## config.mk

```make
export PLATFORM = sky130hd
export DESIGN_NAME = run_controller
export DESIGN_NICKNAME = d
export VERILOG_FILES = /design/src/rtl/run_controller.sv
export SDC_FILE = /design/constraint.sdc
export NUM_CORES = 1
export LEC_CHECK = 0
export CAP_MARGIN = 20
export CORE_MARGIN = 2
export CORE_UTILIZATION = 56
export CTS_CLUSTER_SIZE = 40
export DETAILED_ROUTE_END_ITERATION = 10
export PLACE_DENSITY_LB_ADDON = 0.15
export SYNTH_ARGS = -nofsm -noshare
export SYNTH_HDL_FRONTEND = slang
export SYNTH_SLANG_ARGS = --single-unit
export TNS_END_PERCENT = 10
```

## constraint.sdc

```tcl
create_clock -name sysclk -period 7 [get_ports sysclk]
set_input_delay 1.4 -clock sysclk [delete_from_list [all_inputs] [get_ports sysclk]]
set_output_delay 1.4 -clock sysclk [all_outputs]
set_load 0.01 [all_outputs]
```

## src/rtl/run_controller.sv

```systemverilog
// Timed motor run controller: BCD countdown driven by a one-second prescaler,
// with a FWD/GAP/REV/GAP drive cycle and PWM-gated motor lines.
module run_controller #(
  parameter int TICK_DIV  = 100,
  parameter int PHASE_SEC = 5
) (
  input  logic       sysclk,
  input  logic       INIT,
  input  logic       Start,
  input  logic       Pause,
  input  logic [3:0] TValue0,
  input  logic [3:0] TValue1,
  input  logic [3:0] TValue2,
  input  logic [5:0] Speed,
  output logic [3:0] RValue0,
  output logic [3:0] RValue1,
  output logic [3:0] RValue2,
  output logic       MotorFwd,
  output logic       MotorRev,
  output logic       Running,
  output logic       Done
);

  localparam int PW = (TICK_DIV > 1) ? $clog2(TICK_DIV) : 1;
  localparam int CW = (PHASE_SEC > 1) ? $clog2(PHASE_SEC) : 1;
  localparam logic [PW-1:0] PRESC_LAST = PW'(TICK_DIV - 1);
  localparam logic [CW-1:0] DRIVE_LAST = CW'(PHASE_SEC - 1);

  typedef enum logic [1:0] {S_IDLE, S_RUN, S_PAUSE, S_DONE} state_t;
  typedef enum logic [1:0] {PH_FWD, PH_GAP1, PH_REV, PH_GAP2} phase_t;

  function automatic logic [3:0] clamp_digit(input logic [3:0] d);
    return (d > 4'd9) ? 4'd9 : d;
  endfunction

  // Three-digit BCD decrement with borrow; never applied to 000.
  function automatic logic [11:0] bcd_dec(input logic [11:0] v);
    logic [3:0] d0, d1, d2;
    {d2, d1, d0} = v;
    if (d0 != 4'd0) begin
      d0 = d0 - 4'd1;
    end else begin
      d0 = 4'd9;
      if (d1 != 4'd0) begin
        d1 = d1 - 4'd1;
      end else begin
        d1 = 4'd9;
        d2 = d2 - 4'd1;
      end
    end
    return {d2, d1, d0};
  endfunction

  state_t        state, n_state;
  phase_t        phase, n_phase;
  logic [11:0]   rem, n_rem;
  logic [PW-1:0] presc, n_presc;
  logic [CW-1:0] pcnt, n_pcnt;
  logic [CW-1:0] phase_last;
  logic [5:0]    pwm, n_pwm;
  logic [5:0]    speed_q, n_speed;
  logic          start_d, pause_d;
  logic          start_rise, pause_rise, tick, n_drive;
  logic [11:0]   load_val;

  assign start_rise = Start & ~start_d;
  assign pause_rise = Pause & ~pause_d;
  assign load_val   = {clamp_digit(TValue2), clamp_digit(TValue1), clamp_digit(TValue0)};
  assign phase_last = (phase == PH_FWD || phase == PH_REV) ? DRIVE_LAST : '0;
  assign tick       = (state == S_RUN) && (presc == PRESC_LAST);

  // NOTE: every variable gets a default at the top of always_comb so no path
  // leaves it unassigned; otherwise synthesis infers a latch.
  always_comb begin
    n_state = state;
    n_phase = phase;
    n_rem   = rem;
    n_presc = presc;
    n_pcnt  = pcnt;
    n_pwm   = pwm;
    n_speed = speed_q;
    case (state)
      S_IDLE, S_DONE: begin
        if (start_rise) begin
          n_rem   = load_val;
          n_speed = Speed;
          n_presc = '0;
          n_phase = PH_FWD;
          n_pcnt  = '0;
          n_pwm   = '0;
          n_state = (load_val == 12'd0) ? S_DONE : S_RUN;
        end
      end
      S_RUN: begin
        n_pwm   = pwm + 6'd1;
        n_presc = tick ? '0 : presc + 1'b1;
        if (pause_rise) n_state = S_PAUSE;
        if (tick) begin
          n_rem = bcd_dec(rem);
          if (pcnt == phase_last) begin
            n_phase = phase_t'(phase + 2'd1);
            n_pcnt  = '0;
          end else begin
            n_pcnt = pcnt + 1'b1;
          end
          // Reaching zero outranks a simultaneous pause request.
          if (n_rem == 12'd0) n_state = S_DONE;
        end
      end
      S_PAUSE: begin
        if (pause_rise) n_state = S_RUN;
      end
      default: n_state = S_IDLE;
    endcase
  end

  assign n_drive = (n_pwm < n_speed);

  // NOTE: sequential state uses non-blocking assignments so every flop samples
  // the pre-edge values regardless of statement order.
  always_ff @(posedge sysclk or posedge INIT) begin
    if (INIT) begin
      state    <= S_IDLE;
      phase    <= PH_FWD;
      rem      <= '0;
      presc    <= '0;
      pcnt     <= '0;
      pwm      <= '0;
      speed_q  <= '0;
      start_d  <= 1'b0;
      pause_d  <= 1'b0;
      MotorFwd <= 1'b0;
      MotorRev <= 1'b0;
      Running  <= 1'b0;
      Done     <= 1'b0;
    end else begin
      state    <= n_state;
      phase    <= n_phase;
      rem      <= n_rem;
      presc    <= n_presc;
      pcnt     <= n_pcnt;
      pwm      <= n_pwm;
      speed_q  <= n_speed;
      start_d  <= Start;
      pause_d  <= Pause;
      MotorFwd <= (n_state == S_RUN) && (n_phase == PH_FWD) && n_drive;
      MotorRev <= (n_state == S_RUN) && (n_phase == PH_REV) && n_drive;
      Running  <= (n_state == S_RUN);
      Done     <= (n_state == S_DONE);
    end
  end

  assign {RValue2, RValue1, RValue0} = rem;

endmodule

```

Word-level counts from Yosys, hierarchy flattened
Cells that the tools add are included.

Bitwise operators: 4. Eq/ne operators: 11. Magnitude comparators: 4. Mux-type cells: 40. $add $sub $neg: 7. Reduce and logical (&&, ||, !) cells: 17.

Operators by type and width (number): 4-bit two-way mux (14); 12-bit zero test (2); 12-bit two-way mux (2); 12-bit one-hot mux with 2 select lines (1); 2-bit two-way mux (9); 6-bit two-way mux (3); 7-bit two-way mux (2); 7-bit one-hot mux with 2 select lines (1); 4-bit greater-than comparator, second input constant (3); 3-bit two-way mux (4); 6-bit one-hot mux with 2 select lines (1); 4-bit by 1-bit subtractor with 4-bit output, second input constant (3); 2-bit equality test, second input constant (5); 4-bit nonzero test (2); 7-bit by 1-bit adder with 7-bit output, second input constant (1); 7-bit equality test, second input constant (1); 6-bit by 1-bit adder with 6-bit output, second input constant (1); 2-bit zero test (3); 6-bit less-than comparator (1); 2-bit one-hot mux with 3 select lines (1); 3-bit one-hot mux with 2 select lines (1); 1-bit logical AND (5); 2-bit by 1-bit equality test with 1-bit output, second input constant (2); 2-bit != test, second input constant (2); 11 further kinds (13).

Register bits after elaboration: 44.

Logic depth before layout (Yosys ltp)
Depth in word-level cells: 12. Mapped depth: 12. Gate-level depth less buffers: 12.

Worst setup path after synthesis
No wires, ideal clock.

Path kind: in2reg. From: input Start. To: register MotorRev. Slack: 3.664 ns. Setup time: 0.141 ns. Data required time: 6.859 ns. Arrival time: 3.195 ns. Cell stages on the path: 9. Buffers on the path: 0. Cells stage by stage: nor2b_1 > o21ai_1 > a22o_1 > ha_1 > a21o_1 > nand2_1 > o2111a_1 > o311ai_0 > nor4b_2.

Elaborated cells between the ends (all ways): 14. Those cells by class: order compare (1); eq/ne (2); mux (8); bitwise (1); reduce/logical (2).

RTL lines: start: declaration (RTL line 9) `input logic Start,`; 1-bit AND (RTL line 66) `assign start_rise = Start & ~start_d;`; 6-bit two-way mux (RTL line 84) `if (start_rise) begin`; 6-bit one-hot mux with 2 select lines (RTL line 82) `case (state)`; named net n_pwm[2] (RTL line 60) `logic [5:0] pwm, n_pwm;`; 6-bit less-than comparator (RTL line 117) `assign n_drive = (n_pwm < n_speed);`; 1-bit logical AND (RTL line 147) `MotorRev <= (n_state == S_RUN) && (n_phase == PH_REV) && n_drive;`; end signal: assignment (RTL line 147); end: declaration (RTL line 19) `output logic MotorRev,`.

The timed path passes the listed nets, and every way through them passes these cells. A chain may end at the register's enable or synchronous reset.

Worst setup path after layout
From: input Start. To: register MotorFwd.

Elaborated cells between the ends (all ways): 14. Those cells by class: order compare (1); eq/ne (1); mux (8); bitwise (1); reduce/logical (3).

RTL lines: 1-bit AND (RTL line 66); 6-bit two-way mux (RTL line 84); 6-bit one-hot mux with 2 select lines (RTL line 82); named net n_pwm[2] (RTL line 60); 6-bit less-than comparator (RTL line 117); 1-bit logical AND (RTL line 146) `MotorFwd <= (n_state == S_RUN) && (n_phase == PH_FWD) && n_drive;`; end signal: assignment (RTL line 146); end: declaration (RTL line 18) `output logic MotorFwd,`.

The timed path passes the listed nets, and every way through them passes these cells.

==> flow_summary.yaml <==
outcome:
  outcome: "finished clean"
global_route:
  grt_pass1_vias: 2220
  grt_pass1_wl_um: 10200
  antenna_found_initial: 0
  grt_max_degree: 45
  grt_usage_pct: 24.5
  grt_overflow: 0
finish:
  diodes: 0
  final_core_util_pct: 68.6
  drive_gt1_share_pct: 7.41
  final_cell_mix: "dfrtp_1 (44), clkdlybuf4s50_1 (37), o21ai_0 (25)"
  final_common_cell: "dfrtp_1"
  syn_to_final_growth_pct: 19.5
  fin_nets: 357
die:
  core_region_area_um2: 4660
  die_w_um: 73.1
  die-area_um2: 5350
  initial_core_util_pct: 57.4
  ios: 38
  die_h_um: 73.1
  rows: 25
synth:
  avgSynthCellArea_um2: 9.35
  syn_nets: 320
  postSynthCellCount: 286
  yosysTopAreaCell: "dfrtp_1"
  yosysWarnings: 0
  syn_area_um2: 2680
  async_flop_share_pct: 100
  synth_top_area_share_pct: 41.2
  synthFlopType: "dfrtp_1"
  ys_seq_elements: 44
  yosysSeqAreaShare_pct: 41.2
  synth_edf_count: 0
  synth_cell_types: 63
  synth_area_leaders: "dfrtp_1 (41%), ha_1 (5.6%), o21ai_0 (4.7%), nand2_1 (3.1%), mux2i_1 (3.0%)"
hold_path:
  min_from: "speed_q[3]$_DFF_PP0_"
  hold_path.class: "reg -> reg"
run:
  cap_violations: 0
pwr:
  peakVddDrop_v: 0.000201
  leakage_nw: 1.36
  powerDensity_nw_per_um2: 423
  power_w: 0.00135
drt:
  avgRoutedWirePerCell_um: 16.1
  drt_wl_total_um: 6100
  drc: 0
  via_count: 2384
  drt.antenna.violating_nets: 0
  via_per_inst: 6.31
  dr.pass1.iters: 4
  drt_first_iter_violations: 217
setup_path:
  worstSetupStartpoint: "Start"
  arrival_ps: 4170
  crit_fanout: 7
  end_kind: "register"
  r2r_start: "state[0]$_DFF_PP0_"
  critPathRequiredTime_ps: 7170
  worstSetupStartpointType: "input pin"
  path_class: "in -> reg"
cts:
  clock_latency_ps: 310
  clkTransAtPathRegs_ps: 90
  cts_tree: "done"
  cts_resized: 0
  root_buffer: "clkbuf_8"
  clock_path_buffers: 2
  holdBufCountCts: 0
  htree_levels: 2
  cts_made_buffers: 5
  post-cts-setup-buffers: 0
  cts_sinks: 44
timing:
  tns_ps: 0
  post-route-period-util_pct: 57.2
  rsz0062_at_grt: "no"
  hold_ws_ps: 502
  finalMaxSlewViolations: 0
  timing.final.crit_period_ps: 4000
  worstMarginPinSlew_ps: 789
  hold_viol_final: 0
  fin_skew_ps: 8.99
  setup_viol: 0
  slew_headroom_pct: 47.0
  timing.fmax_ghz: 0.250
place:
  hpwl_um: 4340
  portBuffers: 37
  place_congestion: 0.874
## logic make-up after synthesis
group	count (synthesis)	synth area share [%]
AND/OR/NAND/NOR	104	21.7
XOR/XNOR	3	0.982
AO/OA/AOI/OAI	86	22.7
adder cells (fa/ha/maj)	12	5.61
multiplexers	9	3.41
buffers and inverters	28	4.44
flip-flops	44	41.2
## final timing paths
check	slack (ps)	end	cells after the start
setup / recovery	3000	MotorFwd$_DFF_PP0_	10
hold / removal	500	speed_q[3]$_DFF_PP0_	2
setup reg to reg	3880	MotorFwd$_DFF_PP0_	11
hold reg to reg	500	speed_q[3]$_DFF_PP0_	2
max in group asynchronous	5080	rem[3]$_DFFE_PP0P_	3
min in group asynchronous	1530	speed_q[4]$_DFF_PP0_	3
## state kept, by name, summed over array words and instances (netlist names)
register,cells
rem,12
presc,7
pwm,6
speed_q,6
pcnt,3
phase,2
state,2
Done,1
MotorFwd,1
MotorRev,1
Running,1
pause_d,1
start_d,1
## power by group
part	total, W	leakage [nW]	switching [W]	internal (W)
clock network	0.000201	0.0583	0.0000931	0.000107
registers	0.000440	0.562	0.0000990	0.000341
logic	0.000713	0.742	0.000408	0.000304
total	0.00135	1.36	0.000601	0.000753
## per-stage QoR
step                worst slack (ps)  instances  instance area [um^2]
floorplan                       3660        286                  2680
global placement                2900        370                  3080
detailed placement              2710        370                  3080
CTS                             3050        378                  3200
global route                    2840        378                  3200
finish                          3000        378                  3200
## cells in the mapped netlist (3+ instances only)
library cell / instances
nand3_1: 10
mux2i_1: 8
o31ai_1: 4
a22o_1: 5
ha_1: 12
nor3_1: 8
nor4_1: 4
o21a_1: 3
nand4_1: 7
nor2b_1: 5
inv_1: 19
o21ai_0: 25
a21oi_1: 14
clkbuf_1: 6
nor2_1: 20
dfrtp_1: 44
o21ai_1: 3
xor2_1: 3
a221o_1: 3
a21o_1: 3
or4_1: 4
nand2b_1: 3
nand2_1: 22
## final cells by class
| class | count | area [um^2] |
|---|---|---|
| Sequential cell | 44 | 1100 |
| Fill cell | 356 | 1460 |
| Inverter | 19 | 71.3 |
| Tap cell | 54 | 67.6 |
| Clock inverter | 3 | 47.5 |
| Timing Repair Buffer | 39 | 385 |
| Clock buffer | 5 | 68.8 |
| Multi-Input combinational cell | 214 | 1460 |
## layer usage
metal	routed length, um	up-vias	global-route usage (%)
met5	0	-	0
met4	116	0	9.05
met3	355	12	4.56
met2	2860	83	39.1
met1	2760	1141	33.0
li1	-	1148	-
## worst max-delay path, stage by stage
cell	delay [ps]
clkdlybuf4s50_1	490
nor2b_1	370
o21ai_1	270
a22o_1	310
ha_1	290
a21o_1	110
nand2_1	60
and3_1	160
o311ai_0	580
nor4_1	120
Power figures use the tool's default switching activity.
